File: config.mk
export PLATFORM = sky130hd
export DESIGN_NAME = i2s_rx_buffer_ctrl_flat
export DESIGN_NICKNAME = d
export VERILOG_FILES = /design/src/rtl/i2s_pkg.sv /design/src/rtl/i2s_rx_buffer_ctrl_if.sv /design/src/rtl/sync_edge_det.sv /design/src/rtl/i2s_rx_buffer_ctrl.sv /design/src/flat_wrapper.sv
export SDC_FILE = /design/constraint.sdc
export NUM_CORES = 2
export LEC_CHECK = 0
export ABC_CLOCK_PERIOD_IN_PS = 7700
export CORE_UTILIZATION = 57
export DETAILED_ROUTE_END_ITERATION = 7
export MAX_ROUTING_LAYER = met4
export PLACE_DENSITY = 0.78
export SLEW_MARGIN = 20
export SYNTH_ARGS = -nofsm -noshare
export SYNTH_HDL_FRONTEND = slang
export SYNTH_SLANG_ARGS = --single-unit
File: constraint.sdc
create_clock -name clk -period 7.7 [get_ports clk]
set_clock_uncertainty 0.15 [all_clocks]
set_input_delay 1.54 -clock clk [delete_from_list [all_inputs] [get_ports clk]]
set_output_delay 1.54 -clock clk [all_outputs]
set_load 0.005 [all_outputs]
File: src/rtl/i2s_pkg.sv
// Shared parameters and capture FSM encoding for the RPi sample receiver.
package i2s_pkg;

    localparam int DATA_W     = 24;
    localparam int DEPTH_LOG2 = 6;
    localparam int IRQ_LEVEL  = 32;

    localparam int DEPTH = 1 << DEPTH_LOG2;
    localparam int LVL_W = DEPTH_LOG2 + 1;
    localparam int CNT_W = $clog2(DATA_W);

    typedef enum logic [1:0] {
        IDLE,
        SHIFT,
        COMMIT
    } cap_state_e;

endpackage

File: src/rtl/i2s_rx_buffer_ctrl_if.sv
// Word stream from the sample buffer to the downstream consumer.
interface i2s_rx_buffer_ctrl_if #(
    parameter int DATA_W = i2s_pkg::DATA_W
);

    logic              out_valid;
    logic              out_ready;
    logic [DATA_W-1:0] out_data;

    modport master (
        output out_valid,
        output out_data,
        input  out_ready
    );

    modport slave (
        input  out_valid,
        input  out_data,
        output out_ready
    );

endinterface

File: src/rtl/sync_edge_det.sv
// Two-flop synchronizers for the RPi bit clock and data line,
// plus a rising-edge strobe on the synchronized bit clock.
module sync_edge_det (
    input  logic clk,
    input  logic rst_n,
    input  logic bclk,
    input  logic din,
    output logic strobe,
    output logic dout
);

    logic [1:0] c_sync;
    logic [1:0] d_sync;
    logic       c_prev;

    always_ff @(posedge clk or negedge rst_n) begin
        if (!rst_n) begin
            c_sync <= '0;
            d_sync <= '0;
            c_prev <= 1'b0;
        end else begin
            c_sync <= {c_sync[0], bclk};
            d_sync <= {d_sync[0], din};
            c_prev <= c_sync[1];
        end
    end

    assign strobe = c_sync[1] & ~c_prev;
    assign dout   = d_sync[1];

endmodule

File: src/rtl/i2s_rx_buffer_ctrl.sv
// Captures 24-bit LSB-first words from the RPi pins into a 64-entry
// circular buffer and serves them over a valid/ready stream.
import i2s_pkg::*;

module i2s_rx_buffer_ctrl #(
    parameter int DATA_W     = i2s_pkg::DATA_W,
    parameter int DEPTH_LOG2 = i2s_pkg::DEPTH_LOG2,
    parameter int IRQ_LEVEL  = i2s_pkg::IRQ_LEVEL
) (
    input  logic                    clk,
    input  logic                    rst_n,
    input  logic                    enable,
    input  logic                    rpi_clk,
    input  logic                    serial,
    i2s_rx_buffer_ctrl_if.master    out,
    output logic                    rpi_interrupt,
    output logic                    overflow,
    output logic [DEPTH_LOG2:0]     level
);

    localparam int DEPTH = 1 << DEPTH_LOG2;
    localparam int LVL_W = DEPTH_LOG2 + 1;
    localparam int BCW   = $clog2(DATA_W);

    cap_state_e            state;
    logic [BCW-1:0]        bit_cnt;
    logic [DATA_W-1:0]     asm_q;
    logic [DEPTH_LOG2-1:0] wr_ptr;
    logic [DEPTH_LOG2-1:0] rd_ptr;
    logic                  en_q;
    logic [DATA_W-1:0]     mem [DEPTH];

    logic strobe;
    logic ser_s;
    logic valid;
    logic pop;
    logic full;
    logic commit;
    logic push;
    logic drop;

    sync_edge_det u_sync (
        .clk    (clk),
        .rst_n  (rst_n),
        .bclk   (rpi_clk),
        .din    (serial),
        .strobe (strobe),
        .dout   (ser_s)
    );

    assign valid  = (level != '0);
    assign pop    = valid && out.out_ready;
    assign full   = (level == LVL_W'(DEPTH));
    assign commit = (state == COMMIT);
    // A pop in the same cycle frees the slot the new word needs.
    assign push   = commit && (!full || pop);
    assign drop   = commit && full && !pop;

    assign out.out_valid = valid;
    assign out.out_data  = valid ? mem[rd_ptr] : '0;

    always_ff @(posedge clk or negedge rst_n) begin
        if (!rst_n) begin
            state         <= IDLE;
            bit_cnt       <= '0;
            asm_q         <= '0;
            wr_ptr        <= '0;
            rd_ptr        <= '0;
            level         <= '0;
            en_q          <= 1'b0;
            overflow      <= 1'b0;
            rpi_interrupt <= 1'b0;
        end else begin
            en_q          <= enable;
            rpi_interrupt <= (level < LVL_W'(IRQ_LEVEL)) && enable;
            if (enable && !en_q) begin
                overflow <= 1'b0;
            end
            if (!enable) begin
                state   <= IDLE;
                bit_cnt <= '0;
            end else begin
                unique case (state)
                    IDLE: state <= SHIFT;
                    SHIFT: begin
                        if (strobe) begin
                            asm_q[bit_cnt] <= ser_s;
                            if (bit_cnt == BCW'(DATA_W - 1)) begin
                                bit_cnt <= '0;
                                state   <= COMMIT;
                            end else begin
                                bit_cnt <= bit_cnt + 1'b1;
                            end
                        end
                    end
                    COMMIT: state <= SHIFT;
                    default: state <= IDLE;
                endcase
            end
            if (drop) begin
                overflow <= 1'b1;
            end
            if (push) begin
                wr_ptr <= wr_ptr + 1'b1;
            end
            if (pop) begin
                rd_ptr <= rd_ptr + 1'b1;
            end
            if (push && !pop) begin
                level <= level + 1'b1;
            end else if (pop && !push) begin
                level <= level - 1'b1;
            end
        end
    end

    // Storage carries no reset; it is only observable while level != 0.
    always_ff @(posedge clk) begin
        if (push) begin
            mem[wr_ptr] <= asm_q;
        end
    end

endmodule

File: src/flat_wrapper.sv
// flat-port wrapper written by rule: the top's interface ports become plain ports
module i2s_rx_buffer_ctrl_flat 
#(
    parameter int DATA_W     = i2s_pkg::DATA_W,
    parameter int DEPTH_LOG2 = i2s_pkg::DEPTH_LOG2,
    parameter int IRQ_LEVEL  = i2s_pkg::IRQ_LEVEL
)
  (clk, rst_n, enable, rpi_clk, serial, rpi_interrupt, overflow, level, out_out_valid, out_out_data, out_out_ready);
  i2s_rx_buffer_ctrl_if #(.DATA_W(DATA_W)) out_i ();
  input  logic clk;
  input  logic rst_n;
  input  logic enable;
  input  logic rpi_clk;
  input  logic serial;
  output logic rpi_interrupt;
  output logic overflow;
  output logic [DEPTH_LOG2:0] level;
  output wire logic [$bits(out_i.out_valid)-1:0] out_out_valid;
  output wire logic [$bits(out_i.out_data)-1:0] out_out_data;
  input wire logic [$bits(out_i.out_ready)-1:0] out_out_ready;
  assign out_out_valid = out_i.out_valid;
  assign out_out_data = out_i.out_data;
  assign out_i.out_ready = out_out_ready;
  i2s_rx_buffer_ctrl #(.DATA_W(DATA_W), .DEPTH_LOG2(DEPTH_LOG2), .IRQ_LEVEL(IRQ_LEVEL)) u_core (.clk(clk), .rst_n(rst_n), .enable(enable), .rpi_clk(rpi_clk), .serial(serial), .out(out_i), .rpi_interrupt(rpi_interrupt), .overflow(overflow), .level(level));
endmodule
==> results.sh <==
export IMPL_status="complete, no violations"
export IMPL_final_cell_count_no_fill=4471
export IMPL_synth_common_cells="1,536 x edfxtp_1, 288 x mux4_2, 192 x mux2i_1, 81 x nor2_1, 81 x o221ai_1"
export IMPL_ys_async_sr_fraction_pct=3.64
export IMPL_setup_slack_ns=0.756
export IMPL_first_pass_iters=6
export IMPL_setup_viol=0
export IMPL_synth_edf_count=1536
export IMPL_grt_ovfl_total=0
export IMPL_synth_cell_types=52
export IMPL_hp_class="reg2reg"
export IMPL_vias=31700
export IMPL_grt_pass1_wl_um=224000
export IMPL_tightest_slew_ns=1.15
export IMPL_start_kind="flop"
export IMPL_r2r_worst_path_cells=12
export IMPL_ys_top_cells_by_area="edfxtp_1 75%, mux4_2 11%, mux2i_1 3.1%, dfrtp_1 2.4%, o221ai_1 1.2%"
export IMPL_worstHoldEndpoint="u_core.u_sync.d_sync[1]$_DFF_PN0_"
export IMPL_antenna_found_initial=4
export IMPL_vdd_drop_max_mv=0.321
export IMPL_viasPerCell=7.10
export IMPL_finalWirelength_um=158000
export IMPL_num_io_pins=40
export IMPL_syn_nets=2872
export IMPL_dpl_worst_slack_ns=1.54
export IMPL_post_cts_resized=0
export IMPL_synthFlopType="edfxtp_1"
export IMPL_setup_tns_final_ns=0
export IMPL_cap_viol_max_count=0
export IMPL_period_share_pct=90.2
export IMPL_worstPathArrival_ns=5.25
export IMPL_powerDensity_nw_per_um2=320
export IMPL_route_detailed_drc=0
export IMPL_cts_sinks=1594
export IMPL_numCtsBuffers=149
export IMPL_syn_to_final_growth_pct=11.6
export IMPL_synth_top_cell_by_area="edfxtp_1"
export IMPL_grt_max_degree=141
export IMPL_netlist_area_um2=61200
export IMPL_yosys_warnings=0
export IMPL_ys_seq_area_share_pct=77.7
export IMPL_num_rows=119
export IMPL_ant_nets=0
export IMPL_first_iter_violations=4815
export IMPL_core_area_um2=106000
export IMPL_power_leakage_nw=22.0
export IMPL_nets=2977
export IMPL_place_inst=4197
export IMPL_clkLatencyLatePin_ns=0.77
export IMPL_worst_r2r_endpoint="u_core.level[5]$_DFFE_PN0P_"
export IMPL_final_core_util_pct=64.5
export IMPL_clockBufferDepth=3
export IMPL_reg2reg_from="u_core.level[2]$_DFFE_PN0P_"
export IMPL_dp_hpwl_um=84900
export IMPL_postCtsSetupBuffers=0
export IMPL_cp_max_fo=56
export IMPL_cts_hold_buf=0
export IMPL_drive_above_1_share_pct=23.3
export IMPL_worstSetupPathType="reg2out"
export IMPL_start_util_pct=57.8
export IMPL_required_ns=6.01
export IMPL_gp_congestion=0.959
export IMPL_hold_viol=0
export IMPL_synth_most_common_cell="edfxtp_1"
export IMPL_grtUsageTotal_pct=30.4
export IMPL_root_buffer="clkbuf_16"
export IMPL_die_h_um=330
export IMPL_clk_pin_slew_ns=0.06
export IMPL_syn_inst=2852
export IMPL_ys_ff_latch=1594
export IMPL_cts_htree_levels=4
export IMPL_cts_tree="yes"
export IMPL_slew_headroom_pct=23.1
export IMPL_min_from="u_core.u_sync.d_sync[0]$_DFF_PN0_"
export IMPL_fin_total_pwr_mw=21.9
export IMPL_drt_wirelength_per_cell_um=35.4
export IMPL_worstSetupEndpointType="primary output"
export IMPL_period_minus_slack_ns=6.94
export IMPL_grt_pass1_vias=31200
export IMPL_fp_dieW_um=330
export IMPL_die_area_um2=109000
export IMPL_synth_avg_cell_area_um2=21.5
export IMPL_hold_path_depth=0
export IMPL_io_buffer_count=39
export IMPL_slew_violations=0
export IMPL_timing_fmax_mhz=144
export IMPL_grt_setup_unrepaired="false"
export IMPL_netlist_area_leader_share_pct=75.4
export IMPL_r2r_slack_ns=3.66
layer usage:
layer | track usage [%] | vias to the layer above | routed length (µm)
met5 | - | - | 0
met4 | 14.7 | 0 | 8410
met3 | 8.46 | 427 | 20900
met2 | 44.1 | 2624 | 73000
met1 | 40.2 | 16400 | 55800
li1 | - | 12300 | -
power by group:
| group | leakage [nW] | internal (mW) | switching, mW | total, mW |
|---|---|---|---|---|
| registers | 15.1 | 9.46 | 0.271 | 9.73 |
| logic | 4.50 | 1.88 | 2.93 | 4.82 |
| clock network | 2.36 | 4.14 | 3.17 | 7.31 |
| total | 22.0 | 15.5 | 6.38 | 21.9 |
flip-flops by register name, summed over array words and instances, names as in the netlist, 2 cells and up:
signal	count
u_core.u_sync.c_sync	2
u_core.level	7
u_core.bit_cnt	5
u_core.rd_ptr	6
u_core.asm_q	24
u_core.state	2
u_core.wr_ptr	6
u_core.mem	1536
u_core.u_sync.d_sync	2
final cells by class:
| class | instances | area, µm² |
|---|---|---|
| tap | 1391 | 1740 |
| inverter | 11 | 41.3 |
| fill | 6439 | 37500 |
| timing repair buffer | 120 | 1090 |
| multi-input combinational | 1081 | 13000 |
| clock buffer | 194 | 4060 |
| antenna | 2 | 5.00 |
| clock inverter | 78 | 742 |
| sequential | 1594 | 47600 |
cells in the final DEF (no fill, tap or decap), drive strengths merged, types with 2 or more instances in the layout:
cell type / instances
inv: 17
o32ai: 24
a22o: 72
mux2: 26
a211oi: 65
nor2: 81
o221ai: 81
nor3: 4
nor3b: 2
nor2b: 8
o21ai: 7
a22oi: 48
mux2i: 192
diode: 2
bufinv: 12
buf: 82
ha: 13
clkinv: 59
o22ai: 16
dfrtp: 58
mux4: 288
clkbuf: 194
xnor2: 10
nand3b: 5
nor4: 2
or3b: 3
nand2: 51
and2: 4
and3: 4
xor2: 5
a21oi: 38
nand3: 10
edfxtp: 1536
clkdlybuf4s50: 38
nand2b: 7
nand4: 3
cells by family (layout without fill, tap and decap cells):
| group | count (synthesis) | in the layout | share of synthesized area (%) |
|---|---|---|---|
| muxes | 506 | 506 | 14.2 |
| xor gates and xnor gates | 15 | 15 | 0.215 |
| AOI/OAI and AO/OA | 358 | 358 | 4.56 |
| adders and majority gates | 14 | 14 | 0.298 |
| DFF | 1594 | 1594 | 77.7 |
| and+or+nand+nor | 188 | 188 | 1.41 |
| other | 0 | 2 | 0 |
| buffers and inverters | 177 | 403 | 1.57 |
how the worst max path moves through the flow:
stage / startpoint / end / slack, ns / depth (start not counted)
after floorplan: out_out_ready / u_core.mem[59][0]$_DFFE_PP_ / 3.71 / 5
after global placement: u_core.rd_ptr[2]$_DFFE_PN0N_ / out_out_data[20] / 1.75 / 5
after detailed placement: u_core.rd_ptr[2]$_DFFE_PN0N_ / out_out_data[19] / 1.54 / 6
after CTS: u_core.rd_ptr[2]$_DFFE_PN0N_ / out_out_data[19] / 0.82 / 6
after global routing: u_core.rd_ptr[2]$_DFFE_PN0N_ / out_out_data[4] / 0.73 / 5
final: u_core.rd_ptr[2]$_DFFE_PN0N_ / out_out_data[20] / 0.76 / 6
metrics by stage:
step / hold WS, ns / instance area [µm²]
finish: 0.203 / 68300
global route: 0.208 / 68300
CTS: 0.201 / 68300
detailed placement: 0.185 / 63500
global placement: 0.184 / 63500
floorplan: 0.181 / 61200
critical path, stage by stage, from the launching register on:
cell and delay (ns):
dfrtp_4 1.00, buf_4 0.80, and2_2 1.07, a22oi_1 0.23
a22o_1 0.32, o32ai_1 0.35, clkdlybuf4s50_1 0.66
(Power assumes the default switching activity.)
==> patch 1, RTL diff (same flow settings) <==
Register the output `level` once more, cleared by the reset; this adds one clock of latency there. The other outputs are not delayed to match.
--- a/src/rtl/i2s_rx_buffer_ctrl.sv
+++ b/src/rtl/i2s_rx_buffer_ctrl.sv
@@ -22,4 +22,6 @@
     localparam int LVL_W = DEPTH_LOG2 + 1;
     localparam int BCW   = $clog2(DATA_W);
+
+    logic [DEPTH_LOG2:0] level_s0;
 
     cap_state_e            state;
@@ -49,7 +51,7 @@
     );
 
-    assign valid  = (level != '0);
+    assign valid  = (level_s0 != '0);
     assign pop    = valid && out.out_ready;
-    assign full   = (level == LVL_W'(DEPTH));
+    assign full   = (level_s0 == LVL_W'(DEPTH));
     assign commit = (state == COMMIT);
     // A pop in the same cycle frees the slot the new word needs.
@@ -67,5 +69,5 @@
             wr_ptr        <= '0;
             rd_ptr        <= '0;
-            level         <= '0;
+            level_s0      <= '0;
             en_q          <= 1'b0;
             overflow      <= 1'b0;
@@ -73,5 +75,5 @@
         end else begin
             en_q          <= enable;
-            rpi_interrupt <= (level < LVL_W'(IRQ_LEVEL)) && enable;
+            rpi_interrupt <= (level_s0 < LVL_W'(IRQ_LEVEL)) && enable;
             if (enable && !en_q) begin
                 overflow <= 1'b0;
@@ -108,7 +110,7 @@
             end
             if (push && !pop) begin
-                level <= level + 1'b1;
+                level_s0 <= level_s0 + 1'b1;
             end else if (pop && !push) begin
-                level <= level - 1'b1;
+                level_s0 <= level_s0 - 1'b1;
             end
         end
@@ -122,4 +124,12 @@
     end
 
+    always_ff @(posedge clk or negedge rst_n) begin
+        if (!rst_n) begin
+            level <= '0;
+        end else begin
+            level <= level_s0;
+        end
+    end
+
 endmodule
 
Behaviour: same outputs for any inputs over 4 cycles, from zero or initial values and one cycle with rst_n low; that may be too few to reach the edited logic, so the function may still have changed.
==> patch 1 against the original RTL <==
Sequential cell count increased by 7; sequential share of layout area increased by 0.11 points; routed wire length increased by 0.81%; setup slack improved by 130 ps; global-route usage about the same; register-to-register slack got worse by 230 ps; total power increased by 0.63%; area after synthesis increased by 0.44%; design area increased by 0.23%; worst hold slack got worse by 3.1 ps; critical endpoint is now out_out_data[1].
==> patch 1: results (changes against the original RTL) <==
Final Cell Area: 68,500 um^2 (was 68,300 um^2)
Crit path max fanout: 138 (was 56)
# fillers: 6,574 (was 6,439)
Distinct cells, synth: 51 (was 52)
Max stage delay on crit path: 780 ps (was 1070 ps)
Total global-route track usage: 30.4% (about the same)
Multi-In Gates: 1,079 (was 1,081)
P_int: 15,400 uW (was 15,500 uW)
Status: complete, no violations (unchanged)
TritonCTS Buffers: 151 (was 149)
Area of the multi-input gates: 13,100 um^2 (was 13,000 um^2)
GRT met3 Usage: 6.61% (was 8.46%)
Seq/Total Area, Yosys: 77.7% (about the same)
HPWL after detailed placement: 86,600 um (was 84,900 um)
Synth top cells by count: 1,536 x edfxtp_1, 288 x mux4_2, 192 x mux2i_1 (unchanged)
Slowest cell on the critical path: dfrtp_4 (was and2_2)
CLK BUF: 184 (was 194)
Met1 Track Usage GR: 39.0% (was 40.2%)
Seq area share: 69.8% (was 69.7%)
Signal buffers: 124 (was 120)
Clk cell area share: 6.88% (was 7.02%)
Leakage power: 0.0220 uW (about the same)
Routed vias: 31,687 (was 31,728)
Final period util: 88.5% (was 90.2%)
Min Hold Slack: 200 ps (was 203 ps)
Clock group share of total power: 32.5% (was 33.5%)
Setup crit end: out_out_data[1] (was out_out_data[20])
Syn_nets: 2,881 (was 2,872)
Metal-1 WL: 54,800 um (was 55,800 um)
Drt first pass iters: 5 (was 6)
Non-clk buf share: 1.60% (about the same)
Critical Path Start: u_core.rd_ptr[1] (was u_core.rd_ptr[2])
Die area: 109,000 um^2 (about the same)
Slew HR: 24.2% (was 23.1%)
Avg WL per Cell: 35.4 um (about the same)
Worst VDD drop: 316 uV (was 321 uV)
Met2 routed WL: 76,100 um (was 73,000 um)
Biggest registers after layout: u_core.mem x1536, u_core.asm_q x24 (was u_core.mem x1536, u_core.asm_q x24, u_core.level x7)
Comb pwr share: 23.2% (was 22.0%)
First-pass GRT wire length: 225,000 um (was 224,000 um)
Largest cells by area after synthesis: edfxtp_1 75%, mux4_2 11%, mux2i_1 3.1% (unchanged)
Initial antenna violation count: 8 (was 4)
Cell Area, Placed: 63,700 um^2 (was 63,500 um^2)
GR Util met2: 46.1% (was 44.1%)
Mean area per synthesized cell: 21.5 um^2 (about the same)
GPL Wtd Cong: 0.897 (was 0.959)
Vias in the first global route: 31,400 (was 31,217)
Reg-to-reg critical path endpoint: u_core.level_s0[6] (was u_core.level[5])
Yosys reg bits: 1,601 (was 1,594)
1st-iter DRT viols: 5,041 (was 4,815)
Largest net degree at the start of global routing: 139 (was 141)
Tot Pwr: 22,000 uW (was 21,900 uW)
Final #Nets: 2,988 (was 2,977)
Pre-CTS setup slack: 1830 ps (was 1540 ps)
Wire length on met3: 19,100 um (was 20,900 um)
Worst R2R Setup Slack: 3430 ps (was 3660 ps)
Async SR Flop Fraction: 4.06% (was 3.64%)
Ant diodes: 5 (was 2)
Share of layout cells above drive strength 1: 23.7% (was 23.3%)
[patch 1: cell types whose count changed after synthesis, moves of 2 or more]
cell / unedited run / this run
buf_2: 36 / 32
clkbuf_4: 2 / 0
nand2b_1: 7 / 4
nor2_1: 81 / 79
dfrtp_1: 58 / 65
o221ai_1: 81 / 71
clkbuf_1: 74 / 79
buf_6: 20 / 25
o221ai_2: 0 / 10
and3b_1: 0 / 2
[patch 1: kinds of logic (layout without fill, tap and decap cells)]
kind of cell | count (synthesis) | count (layout) | synth area share, %
other | 0 | 5 | 0
and+or+nand+nor | 185 | 185 | 1.36
xor gates and xnor gates | 15 | 15 | 0.214
DFF | 1601 | 1601 | 77.7
muxes | 507 | 507 | 14.2
adders and majority gates | 14 | 14 | 0.297
buffers and inverters | 181 | 411 | 1.63
AOI/OAI and AO/OA | 358 | 358 | 4.65
==> patch 2, RTL diff (config.mk and constraints unchanged) <==
Made on the original files. Set the package constant `DATA_W` to 36 (it was 24).
--- a/src/rtl/i2s_pkg.sv
+++ b/src/rtl/i2s_pkg.sv
@@ -2,5 +2,5 @@
 package i2s_pkg;
 
-    localparam int DATA_W     = 24;
+    localparam int DATA_W     = 36;
     localparam int DEPTH_LOG2 = 6;
     localparam int IRQ_LEVEL  = 32;
Interface: changed (resized out_out_data); port bits go from 40 to 52. The function was not compared with the original's and may differ.
==> patch 2 against the original RTL <==
Routed wire length increased by 48%; total power rose by 47%; area after synthesis rose by 49%; register-to-register slack worse by 360 ps; setup slack better by 26 ps; design area increased by 49%; worst hold slack improved by 7.6 ps; combinational power is 43% higher; sequential cell count up 781; critical path type unchanged; critical endpoint is now out_out_data[9]; highest routed layer unchanged.
==> patch 2: results (changes against the original RTL) <==
Status: complete, no violations (unchanged)
Min Hold Slack: 211 ps (was 203 ps)
Multi-In Gates: 1,510 (was 1,081)
Adder and majority gate portion of the synthesized area: 0.146% (was 0.298%)
Share of layout cells above drive strength 1: 25.3% (was 23.3%)
Distinct cells, synth: 60 (was 52)
Syn_nets: 4,140 (was 2,872)
Initial antenna violation count: 5 (was 4)
CLK BUF: 271 (was 194)
Drt first pass iters: 5 (was 6)
Cell Area, Placed: 94,700 um^2 (was 63,500 um^2)
Total global-route track usage: 30.0% (was 30.4%)
Largest net degree at the start of global routing: 130 (was 141)
Leakage power: 0.0335 uW (was 0.0220 uW)
Worst slew pin tran: 1370 ps (was 1150 ps)
Mux share of post-synthesis cell area: 15.7% (was 14.2%)
First-pass GRT wire length: 332,000 um (was 224,000 um)
Pre-CTS setup slack: 1850 ps (was 1540 ps)
Inverter count: 13 (was 11)
Seq area share: 69.7% (about the same)
Crit path max fanout: 19 (was 56)
Compound-cell area share of the yosys netlist: 3.20% (was 4.56%)
Largest cells by area after synthesis: edfxtp_1 76%, mux4_2 13%, mux2i_1 2.3% (was edfxtp_1 75%, mux4_2 11%, mux2i_1 3.1%)
Signal buffers: 195 (was 120)
Cell Count, Final, Fillers Out: 6,569 (was 4,471)
Multi-input gate share of total cell area: 18.9% (was 19.1%)
Arr. time, crit path: 5230 ps (was 5250 ps)
Routed vias: 46,470 (was 31,728)
Vias in the first global route: 46,293 (was 31,217)
Biggest registers after layout: u_core.mem x2304, u_core.asm_q x36, u_core.level x7 (was u_core.mem x1536, u_core.asm_q x24, u_core.level x7)
Number of synthesized flops with an enable pin: 2,304 (was 1,536)
GPL Wtd Cong: 0.915 (was 0.959)
Xor/xnor cell area share of the yosys netlist: 0.164% (was 0.215%)
WL final: 234,000 um (was 158,000 um)
# fillers: 9,616 (was 6,439)
TritonCTS Buffers: 216 (was 149)
Register-to-Register Path Depth: 6 (was 12)
Synth top cells by count: 2,304 x edfxtp_1, 525 x mux4_2, 210 x mux2i_1 (was 1,536 x edfxtp_1, 288 x mux4_2, 192 x mux2i_1)
Placed Cells: 6,159 (was 4,197)
Worst VDD drop: 302 uV (was 321 uV)
Clk cell area share: 6.98% (was 7.02%)
Worst R2R Setup Slack: 3300 ps (was 3660 ps)
Hold path startpoint: u_core.u_sync.c_sync[0] (was u_core.u_sync.d_sync[0])
FFs & Latches: 2,375 (was 1,594)
Worst Hold Endpoint: u_core.u_sync.c_sync[1] (was u_core.u_sync.d_sync[1])
Area occupied by registers: 71,100 um^2 (was 47,600 um^2)
Final #Nets: 4,327 (was 2,977)
CORE AREA: 158,000 um^2 (was 106,000 um^2)
Seq/Total Area, Yosys: 78.0% (was 77.7%)
Reg-to-reg critical path endpoint: u_core.mem[27][8] (was u_core.level[5])
Critical R2R Launch: u_core.state[0] (was u_core.level[2])
Buffers added on ports: 51 (was 39)
Async SR Flop Fraction: 2.99% (was 3.64%)
[patch 2: cell types whose count changed in the layout (fill, tap and decap cells not counted), moves of 22 or more]
| cell | delta |
|---|---|
| o21ai_0 | +69 |
| a22oi_1 | -46 |
| buf_4 | +52 |
| clkbuf_16 | +64 |
| mux4_2 | +237 |
| o22ai_1 | +79 |
| nand2_1 | +50 |
| edfxtp_1 | +768 |
| clkinv_1 | +27 |
| nor2_4 | +37 |
| a22o_1 | -49 |
| o221ai_1 | -60 |
| nor2_1 | +22 |
| nor2_2 | -38 |
[patch 2: worst max-delay path by stage]
stage	depth (start not counted)	slack [ps]	to	from
3_3_place_gp	6	1910	out_out_data[12]	u_core.rd_ptr[0]
6_report	8	780	out_out_data[9]	u_core.level[0]
2_1_floorplan	5	3030	u_core.mem[59][0]	out_out_ready
5_1_grt	6	740	out_out_data[33]	u_core.rd_ptr[0]
3_5_place_dp	7	1850	u_core.mem[27][34]	out_out_ready
4_1_cts	6	890	out_out_data[12]	u_core.rd_ptr[0]
[patch 2: routing by layer]
metal  share of wire, %  wire length (um)  vias to the layer above  GRT usage, %
li1                   -                 -                    17860             -
met3                 12             29300                      582          6.06
met4                5.1             12000                        0          13.8
met1                 35             81800                    24086          39.7
met5                  0                 0                        -             -
met2                 48            111000                     3942          45.5
[patch 2: critical path, stage by stage, from the launching register on]
cell and delay (ps):
dfrtp_1 480, nor4_2 110, and3_1 190, buf_4 210, inv_1 820, nand2_2 700, a211oi_1 940, a22o_1 350
clkdlybuf4s50_1 540
[patch 2: power by group]
part           internal (uW)  switching, uW
combinational           2660           4260
clock                   6090           4760
sequential             14000            286
